File: src/rtl/inv_arb_pkg.sv
// inv_arb_pkg: shared states, defaults and width helper for the inverter-bank arbiter
package inv_arb_pkg;
    typedef enum logic [1:0] {IDLE, DRIVE, RESP} state_t;
    localparam int N_REQ_DEF = 4;
    localparam int DW_DEF = 8;
    localparam int SETTLE_DEF = 2;
    function automatic int id_w(input int n);
        return (n > 1) ? $clog2(n) : 1;
    endfunction
endpackage

File: src/rtl/rr_arbiter.sv
// rr_arbiter: combinational round-robin pick, searching upward from ptr with wrap modulo N_REQ
module rr_arbiter
    import inv_arb_pkg::*;
#(
    parameter int N_REQ = N_REQ_DEF,
    localparam int IW = id_w(N_REQ)
) (
    input  logic [N_REQ-1:0] req,
    input  logic [IW-1:0]    ptr,
    output logic [N_REQ-1:0] gnt,
    output logic [IW-1:0]    gnt_id,
    output logic             any
);
    logic [IW-1:0] idx [N_REQ];
    for (genvar k = 0; k < N_REQ; k++) begin : g_idx
        assign idx[k] = IW'((int'(ptr) + k) % N_REQ);
    end
    always_comb begin
        gnt_id = ptr;
        any = 1'b0;
        for (int k = N_REQ - 1; k >= 0; k--) begin
            if (req[idx[k]]) begin
                gnt_id = idx[k];
                any = 1'b1;
            end
        end
        gnt = '0;
        gnt[gnt_id] = any;
    end
endmodule

File: src/rtl/inv_bank_arbiter.sv
// inv_bank_arbiter: time-shares one combinational datapath among N_REQ requesters, round-robin,
// holding each operand for SETTLE cycles before capturing and returning the tagged result
module inv_bank_arbiter
    import inv_arb_pkg::*;
#(
    parameter int N_REQ = N_REQ_DEF,
    parameter int DW = DW_DEF,
    parameter int SETTLE = SETTLE_DEF,
    localparam int IW = id_w(N_REQ),
    localparam int CW = $clog2(SETTLE + 1)
) (
    input  logic              clk,
    input  logic              rst_n,
    input  logic [N_REQ-1:0]  req_valid,
    input  logic [N_REQ*DW-1:0] req_data,
    output logic [N_REQ-1:0]  req_ready,
    output logic [DW-1:0]     dp_in,
    input  logic [DW-1:0]     dp_out,
    output logic              rsp_valid,
    output logic [IW-1:0]     rsp_id,
    output logic [DW-1:0]     rsp_data,
    input  logic              rsp_ready,
    output logic              busy
);
    state_t state_q, state_d;
    logic [IW-1:0] ptr_q, ptr_d, rsp_id_q, rsp_id_d, gnt_id;
    logic [CW-1:0] cnt_q, cnt_d;
    logic [DW-1:0] dp_in_q, dp_in_d, rsp_data_q, rsp_data_d;
    logic rsp_valid_q, rsp_valid_d, any;
    logic [N_REQ-1:0] gnt;

    rr_arbiter #(.N_REQ(N_REQ)) u_arb (
        .req   (req_valid),
        .ptr   (ptr_q),
        .gnt   (gnt),
        .gnt_id(gnt_id),
        .any   (any)
    );

    // rst_n gating keeps the strobe quiet while reset is held, not just after it lands
    assign req_ready = (state_q == IDLE && rst_n) ? gnt : '0;
    assign dp_in = dp_in_q;
    assign rsp_valid = rsp_valid_q;
    assign rsp_id = rsp_id_q;
    assign rsp_data = rsp_data_q;
    assign busy = state_q != IDLE;

    always_comb begin
        state_d = state_q;
        ptr_d = ptr_q;
        cnt_d = cnt_q;
        dp_in_d = dp_in_q;
        rsp_id_d = rsp_id_q;
        rsp_data_d = rsp_data_q;
        rsp_valid_d = rsp_valid_q;
        case (state_q)
            IDLE: if (any) begin
                dp_in_d = req_data[gnt_id*DW +: DW];
                rsp_id_d = gnt_id;
                cnt_d = CW'(SETTLE);
                ptr_d = (gnt_id == IW'(N_REQ - 1)) ? '0 : gnt_id + IW'(1);
                state_d = DRIVE;
            end
            DRIVE: begin
                cnt_d = cnt_q - CW'(1);
                if (cnt_q == CW'(1)) begin
                    rsp_data_d = dp_out;
                    rsp_valid_d = 1'b1;
                    state_d = RESP;
                end
            end
            RESP: if (rsp_ready) begin
                rsp_valid_d = 1'b0;
                state_d = IDLE;
            end
            default: state_d = IDLE;
        endcase
    end

    always_ff @(posedge clk or negedge rst_n) begin
        if (!rst_n) begin
            state_q <= IDLE;
            ptr_q <= '0;
            cnt_q <= '0;
            dp_in_q <= '0;
            rsp_id_q <= '0;
            rsp_data_q <= '0;
            rsp_valid_q <= 1'b0;
        end else begin
            state_q <= state_d;
            ptr_q <= ptr_d;
            cnt_q <= cnt_d;
            dp_in_q <= dp_in_d;
            rsp_id_q <= rsp_id_d;
            rsp_data_q <= rsp_data_d;
            rsp_valid_q <= rsp_valid_d;
        end
    end
endmodule

File: config.mk
export PLATFORM = sky130hd
export DESIGN_NAME = inv_bank_arbiter
export DESIGN_NICKNAME = d
export VERILOG_FILES = /design/src/rtl/inv_arb_pkg.sv /design/src/rtl/rr_arbiter.sv /design/src/rtl/inv_bank_arbiter.sv
export SDC_FILE = /design/constraint.sdc
export NUM_CORES = 1
export LEC_CHECK = 0
export CAP_MARGIN = 20
export CORE_MARGIN = 5
export CORE_UTILIZATION = 43
export DETAILED_ROUTE_END_ITERATION = 12
export PLACE_DENSITY = 0.82
export SYNTH_ARGS = -nofsm -noshare
export SYNTH_HDL_FRONTEND = slang
export SYNTH_SLANG_ARGS = --single-unit
File: constraint.sdc
create_clock -name clk -period 4.2 [get_ports clk]
set_input_delay 0.63 -clock clk [delete_from_list [all_inputs] [get_ports clk]]
set_output_delay 0.63 -clock clk [all_outputs]
set_load 0.01 [all_outputs]
==> impl_metrics.sql, run 1 <==
INSERT INTO impl_metrics (metric_group, metric, value, unit) VALUES
('status', 'run_status', 'complete, no violations', ''),
('setup_path', 'critical_path_peak_fanout', '10', ''),
('yosys', 'synth_seq_area_share', '0.445', ''),
('setup_path', 'crit_type', 'primary input to output pin', ''),
('power_and_ir_drop', 'internal-power', '0.787', 'mW'),
('clock_tree', 'cts.root.buffer_cell', 'clkbuf_4', ''),
('layout', 'layout_common_cells', '70 x clkdlybuf4s50_1, 25 x dfrtp_1, 17 x nor2_1', ''),
('layout', 'nets_final', '250', ''),
('setup_path', 'cp.required', '3.57', 'ns'),
('routing', 'wire_length_per_cell_after_detailed_routing', '16.8', 'um'),
('yosys', 'synth-warning-count', '0', ''),
('power_and_ir_drop', 'clkPwrFrac', '0.079', ''),
('routing', 'drt_first_pass_iters', '4', ''),
('yosys', 'dominantRegCellSynth', 'dfrtp_1', ''),
('timing', 'setup_tns', '0', 'ns'),
('die', 'core_area', '0.00310', 'mm^2'),
('yosys', 'synthTopCellsByArea', 'dfrtp_1 45%, a2111oi_2 8.5%, mux2_2 6.4%', ''),
('layout', 'final_util', '0.697', ''),
('setup_path', 'path_cells', 'clkdlybuf4s50_1, or3_1, nand4b_1, nand2_1, nand3_1, nor2_1, clkdlybuf4s50_1', ''),
('setup_path', 'crit_path_frequent_cell', 'clkdlybuf4s50_1', ''),
('flow_run', 'timing.max_cap.violations', '0', ''),
('power_and_ir_drop', 'pwr-share-seq', '0.340', ''),
('power_and_ir_drop', 'p_per_area', '599', 'mW/mm^2'),
('yosys', 'synth_largest_area_cell', 'dfrtp_1', ''),
('placed_design', 'place_ws', '0.793', 'ns'),
('layout', 'layout.cells.most_common', 'clkdlybuf4s50_1', ''),
('timing', 'finalWorstSetupSlack', '0.798', 'ns'),
('clock_tree', 'post_cts.resized_instances', '0', ''),
('routing', 'ant_nets', '0', ''),
('layout', 'area.sequential', '626', 'um^2'),
('yosys', 'postSynthNetCount', '177', ''),
('setup_path', 'reg2regPathDepth', '6', ''),
('grt', 'antenna_found_initial', '0', ''),
('setup_path', 'startpoint_type', 'primary input', ''),
('setup_path', 'timing.critical_path.depth', '7', ''),
('grt', 'grt_overflow', '0', ''),
('clock_tree', 'cts_setup_buffers', '0', ''),
('setup_path', 'worst-path-buf-inv', '2', ''),
('yosys', 'synthesis.area', '0.00141', 'mm^2'),
('timing', 'finalHoldViolations', '0', ''),
('timing', 'finalSetupViolCount', '0', ''),
('routing', 'dr_total_vias', '1310', ''),
('grt', 'grt_start_max_net_pins', '18', ''),
('setup_path', 'critical_path.top_delay_family', 'buffers and inverters', ''),
('timing', 'timing.fmax', '294', 'MHz'),
('yosys', 'ys_types', '32', ''),
('placed_design', 'port_buffers', '70', ''),
('timing', 'hold_ws', '0.510', 'ns'),
('clock_tree', 'ctsHtreeMaxLevel', '1', ''),
('layout', 'multi_input_comb_area', '726', 'um^2'),
('placed_design', 'dp_hpwl', '3350', 'um'),
('setup_path', 'regToRegSetupSlack', '2.06', 'ns'),
('die', 'die_y', '67.2', 'um'),
('setup_path', 'critPathLaunch', 'req_valid[3]', ''),
('clock_tree', 'hold_buffers', '0', ''),
('timing', 'slew_headroom', '0.527', ''),
('power_and_ir_drop', 'total_switching_power', '0.509', 'mW'),
('clock_tree', 'clock_latency', '0.31', 'ns'),
('timing', 'grt_setup_unrepaired', 'false', ''),
('routing', 'viasPerCell', '5.35', ''),
('die', 'initial_core_utilization', '0.453', ''),
('power_and_ir_drop', 'total_leakage_power', '0.830', 'nW'),
('placed_design', 'placedInstanceArea', '0.00214', 'mm^2'),
('setup_path', 'worst_path_largest_cell_delay', '0.55', 'ns'),
('yosys', 'postSynthCellCount', '129', ''),
('yosys', 'synth_edf_count', '0', ''),
('power_and_ir_drop', 'comb_power_share', '0.580', ''),
('clock_tree', 'clk_transition_reported_paths', '0.13', 'ns'),
('die', 'die_area', '0.00451', 'mm^2'),
('clock_tree', 'cts.sinks', '25', ''),
('clock_tree', 'cts-root-to-sink-buffers', '2', '');
[worst register-to-register path, stage by stage, from the launching register on]
cell and delay, ns:
dfrtp_1 0.42, nor2b_1 0.08, o21a_1 0.29, or3_1 0.44
buf_4 0.25, a2111oi_2 0.44, a211oi_1 0.09
[final cells by class]
| cell class | count | area share |
|---|---|---|
| tap | 44 | 0.0254 |
| multi-input combinational | 97 | 0.335 |
| timing repair buffer | 73 | 0.334 |
| inverter | 2 | 0.00347 |
| sequential | 25 | 0.289 |
| clock buffer | 4 | 0.0121 |
[cell families after synthesis]
kind of cell               count (synthesis)  synth area share
xor gates and xnor gates                   1           0.00623
muxes                                     16             0.121
AOI/OAI and AO/OA                         33             0.204
adders and majority gates                  1           0.00890
buffers and inverters                      7            0.0383
DFF                                       25             0.445
and+or+nand+nor                           46             0.176
[metrics by stage]
| step | cells | power, mW |
|---|---|---|
| floorplan | 129 | 0.872 |
| global placement | 241 | 1.17 |
| detailed placement | 241 | 1.21 |
| CTS | 245 | 1.31 |
| global route | 245 | 1.40 |
| finish | 245 | 1.30 |
[power by group through the flow]
stage,Combinational (mW),Clock (mW),Sequential (mW)
final,0.752,0.103,0.441
after global routing,0.825,0.117,0.459
after CTS,0.764,0.106,0.441
after detailed placement,0.762,0,0.445
after global placement,0.730,0,0.437
after floorplan,0.396,0,0.476
[Yosys cell counts (2+ instances only)]
| library cell | n |
|---|---|
| nor2_1 | 17 |
| or3_1 | 2 |
| nor4b_1 | 8 |
| inv_1 | 2 |
| a211oi_1 | 8 |
| o21ai_1 | 3 |
| a21oi_2 | 2 |
| nand3_1 | 2 |
| buf_6 | 2 |
| dfrtp_1 | 25 |
| nand2b_1 | 3 |
| nand2_1 | 7 |
| o21ai_0 | 2 |
| a2111oi_2 | 8 |
| a21oi_1 | 6 |
| mux2_2 | 8 |
| mux2i_1 | 8 |
| nor2b_1 | 2 |
[worst min-delay path by stage]
stage                     end      start  slack [ns]  cells after the start
CTS                 rsp_id[1]  rsp_id[1]        0.51                      1
floorplan            cnt_q[0]      rst_n        0.33                      0
detailed placement  rsp_id[1]  rsp_id[1]        0.48                      1
global placement     cnt_q[0]   cnt_q[0]        0.48                      1
finish              rsp_id[1]  rsp_id[1]        0.51                      1
global route        rsp_id[1]  rsp_id[1]        0.54                      1
[per-layer routing]
metal  up-vias  global-route usage  routed length [um]  share of wire
met1       616               0.212                1530           0.37
li1        630                   -                   -              -
met4         0              0.0506                  25         0.0061
met5         -                   0                   0              0
met2        60               0.377                2120           0.52
met3         4              0.0649                 436           0.11
[state kept, by name (all words and copies together) (netlist names)]
signal and flops:
rsp_valid 1, ptr_q 2, rsp_data 8, rsp_id 2, dp_in 8, state_q 2, cnt_q 2
(Power assumes the default switching activity.)
==> run 2: changes to the inputs <==
--- a/config.mk
+++ b/config.mk
@@ -7,9 +7,9 @@
 export LEC_CHECK = 0
 export CAP_MARGIN = 20
 export CORE_MARGIN = 5
-export CORE_UTILIZATION = 43
+export CORE_UTILIZATION = 40
 export DETAILED_ROUTE_END_ITERATION = 12
-export PLACE_DENSITY = 0.82
+export PLACE_DENSITY = 0.77
 export SYNTH_ARGS = -nofsm -noshare
 export SYNTH_HDL_FRONTEND = slang
 export SYNTH_SLANG_ARGS = --single-unit
==> constraint.sdc (replaced) <==
create_clock -name clk -period 3.5 [get_ports clk]
set_input_delay 0.525 -clock clk [delete_from_list [all_inputs] [get_ports clk]]
set_output_delay 0.525 -clock clk [all_outputs]
set_load 0.01 [all_outputs]
==> run 2 against run 1 <==
  * Sequential share of layout area shrank 0.15 points
  * Combinational power is 21% higher
  * Non-clock buffer count up 1
  * Core utilization down 5.1 points
  * Clock-buffer cell count decreased by 1
  * Die area grew 6.4%
  * Power grew 20%
  * Clock skew down 0.0079 ns
  * Flip-flop and latch count did not move
  * Hold slack lost 0.018 ns
  * Sequential power is 19% higher
  * First-iteration DRC count is 27% higher
  * Critical endpoint unchanged
  * Largest cell class is now non-clock buffers
  * Highest routed layer unchanged
==> impl_metrics.sql, run 2 (synthesis gave the netlist of run 1 again) <==
INSERT INTO impl_metrics (metric_group, metric, value, unit) VALUES
('status', 'run_status', 'complete, no violations', ''),
('hold_path', 'min-delay-path-class', 'register to register', ''),
('setup_path', 'cp.required', '2.97', 'ns'),
('grt', 'grt_pass1_wl', '6600', 'um'),
('routing', 'wire_length_per_cell_after_detailed_routing', '15.8', 'um'),
('layout', 'area.sequential', '626', 'um^2'),
('clock_tree', 'cts.sinks', '25', ''),
('clock_tree', 'cts.root.buffer_cell', 'clkbuf_4', ''),
('clock_tree', 'cts_tree', 'done', ''),
('routing', 'viasPerCell', '5.31', ''),
('layout', 'layout.cells.most_common', 'clkdlybuf4s50_1', ''),
('layout', 'layout.filler_cells', '295', ''),
('power_and_ir_drop', 'power.ir.vdd_worst', '0.384', 'mV'),
('setup_path', 'crit_type', 'primary input to output pin', ''),
('die', 'core_area', '0.00336', 'mm^2'),
('timing', 'post-route-period-util', '0.873', ''),
('grt', 'grt_most_used_layer', 'met2', ''),
('grt', 'grt_util_met3', '0.0725', ''),
('timing', 'finalWorstSetupSlack', '0.444', 'ns'),
('setup_path', 'regToRegSetupSlack', '1.38', 'ns'),
('grt', 'met2_track_usage_gr', '0.258', ''),
('routing', 'totalWireLength', '3930', 'um'),
('die', 'die_area', '0.00480', 'mm^2'),
('grt', 'grt_start_max_net_pins', '26', ''),
('placed_design', 'place_ws', '0.460', 'ns'),
('clock_tree', 'post_cts.resized_instances', '0', ''),
('placed_design', 'dp_hpwl', '3060', 'um'),
('routing', 'drt_iter0_drc', '98', ''),
('clock_tree', 'hold_buffers', '0', ''),
('timing', 'setup_tns', '0', 'ns'),
('timing', 'grt_setup_unrepaired', 'false', ''),
('setup_path', 'critPathCaptureType', 'output pin', ''),
('timing', 'final.min_clock_period', '3.06', 'ns'),
('die', 'initial_core_utilization', '0.418', ''),
('power_and_ir_drop', 'total_leakage_power', '0.837', 'nW'),
('routing', 'drc', '0', ''),
('layout', 'areaGrowthSynthToFinish', '54.8', '%'),
('timing', 'report.final.slew_viol_count', '0', ''),
('grt', 'antenna_found_initial', '0', ''),
('clock_tree', 'cts_buffers', '3', ''),
('die', 'die_x', '69.3', 'um'),
('routing', 'ant_nets', '0', ''),
('timing', 'timing.fmax', '327', 'MHz'),
('layout', 'antenna_cells_inserted', '0', ''),
('clock_tree', 'cts-root-to-sink-buffers', '2', ''),
('die', 'pin_count', '71', ''),
('setup_path', 'startpoint_type', 'primary input', ''),
('setup_path', 'critical_path_peak_fanout', '10', ''),
('timing', 'final.setup_skew', '0.00171', 'ns'),
('clock_tree', 'cts_setup_buffers', '0', ''),
('timing', 'max_slew.worst_pin.slew', '0.740', 'ns'),
('layout', 'layout_common_cells', '70 x clkdlybuf4s50_1, 25 x dfrtp_1, 17 x nor2_1', ''),
('flow_run', 'timing.max_cap.violations', '0', ''),
('routing', 'dr_total_vias', '1317', ''),
('setup_path', 'critPathArrivalTime', '2.53', 'ns'),
('layout', 'final_layout_size_suffix_gt1_frac', '0.134', ''),
('routing', 'drt_first_pass_iters', '4', ''),
('clock_tree', 'clock_latency', '0.32', 'ns'),
('grt', 'groute.usage.overall', '0.165', ''),
('timing', 'slew_headroom', '0.507', ''),
('clock_tree', 'clk_transition_reported_paths', '0.13', 'ns'),
('clock_tree', 'ctsHtreeMaxLevel', '1', ''),
('timing', 'finalHoldViolations', '0', ''),
('placed_design', 'gp_congestion', '0.807', ''),
('grt', 'grt.met1_usage', '0.202', ''),
('layout', 'multi_input_comb_area', '726', 'um^2'),
('die', 'die_y', '69.3', 'um'),
('placed_design', 'port_buffers', '70', ''),
('die', 'fp-row-count', '21', ''),
('power_and_ir_drop', 'p_per_area', '716', 'mW/mm^2'),
('grt', 'via_count_of_the_first_global_routing_pass', '1391', ''),
('grt', 'grt_overflow', '0', ''),
('layout', 'nets_final', '251', ''),
('timing', 'finalSetupViolCount', '0', '');
==> run 2: cell types whose count changed in the layout (fill, tap and decap cells not counted) <==
cell and delta:
buf_4 +1, clkbuf_1 -1, clkinv_2 +1
==> run 2: worst paths after layout <==
check,start,end,cells after the start
max,req_valid[3],req_ready[2],6
max in group asynchronous,rst_n,dp_in[5],2
min in group asynchronous,rst_n,ptr_q[1],2
min reg2reg,rsp_id[1],rsp_id[1],1
max reg2reg,ptr_q[0],dp_in[2],6
min,rsp_id[1],rsp_id[1],1
==> run 2: cell type report <==
type	count	area share
multi-input cells	97	0.334
inverters	2	0.00345
well taps	46	0.0265
clock inverters	1	0.00230
clock buffers	3	0.0104
flip-flops and latches	25	0.288
repair buffers	74	0.336
==> run 2: layer usage <==
layer / up-vias / wire (um)
met3: 4 / 489
met1: 617 / 1640
met4: 0 / 40
met5: - / 0
li1: 632 / -
met2: 64 / 1760
==> run 2: report_power, final <==
part           switching (mW)  total (mW)  internal, mW  leakage [nW]
Sequential             0.0891       0.524         0.435         0.288
Clock                  0.0846       0.127        0.0428        0.0177
Combinational           0.435       0.907         0.472         0.532
Total                   0.609        1.56         0.949         0.837
==> run 2: worst max-delay path, cell delays in order <==
cell             delay (ns)
clkdlybuf4s50_1        0.47
nor2_1                 0.21
a21boi_2               0.44
nor3_1                 0.20
nor2_1                 0.14
clkdlybuf4s50_1        0.54
==> run 2: through the flow <==
step / std cells / util / power [mW] / instance area (um^2) / hold slack (ns)
final: 248 / 0.647 / 1.56 / 2170 / 0.491
after CTS: 248 / 0.647 / 1.58 / 2170 / 0.502
after detailed placement: 244 / 0.638 / 1.44 / 2150 / 0.470
after floorplan: 129 / - / 1.05 / 1410 / 0.229
after global placement: 244 / 0.638 / 1.41 / 2150 / 0.465
after global routing: 248 / 0.647 / 1.68 / 2170 / 0.542
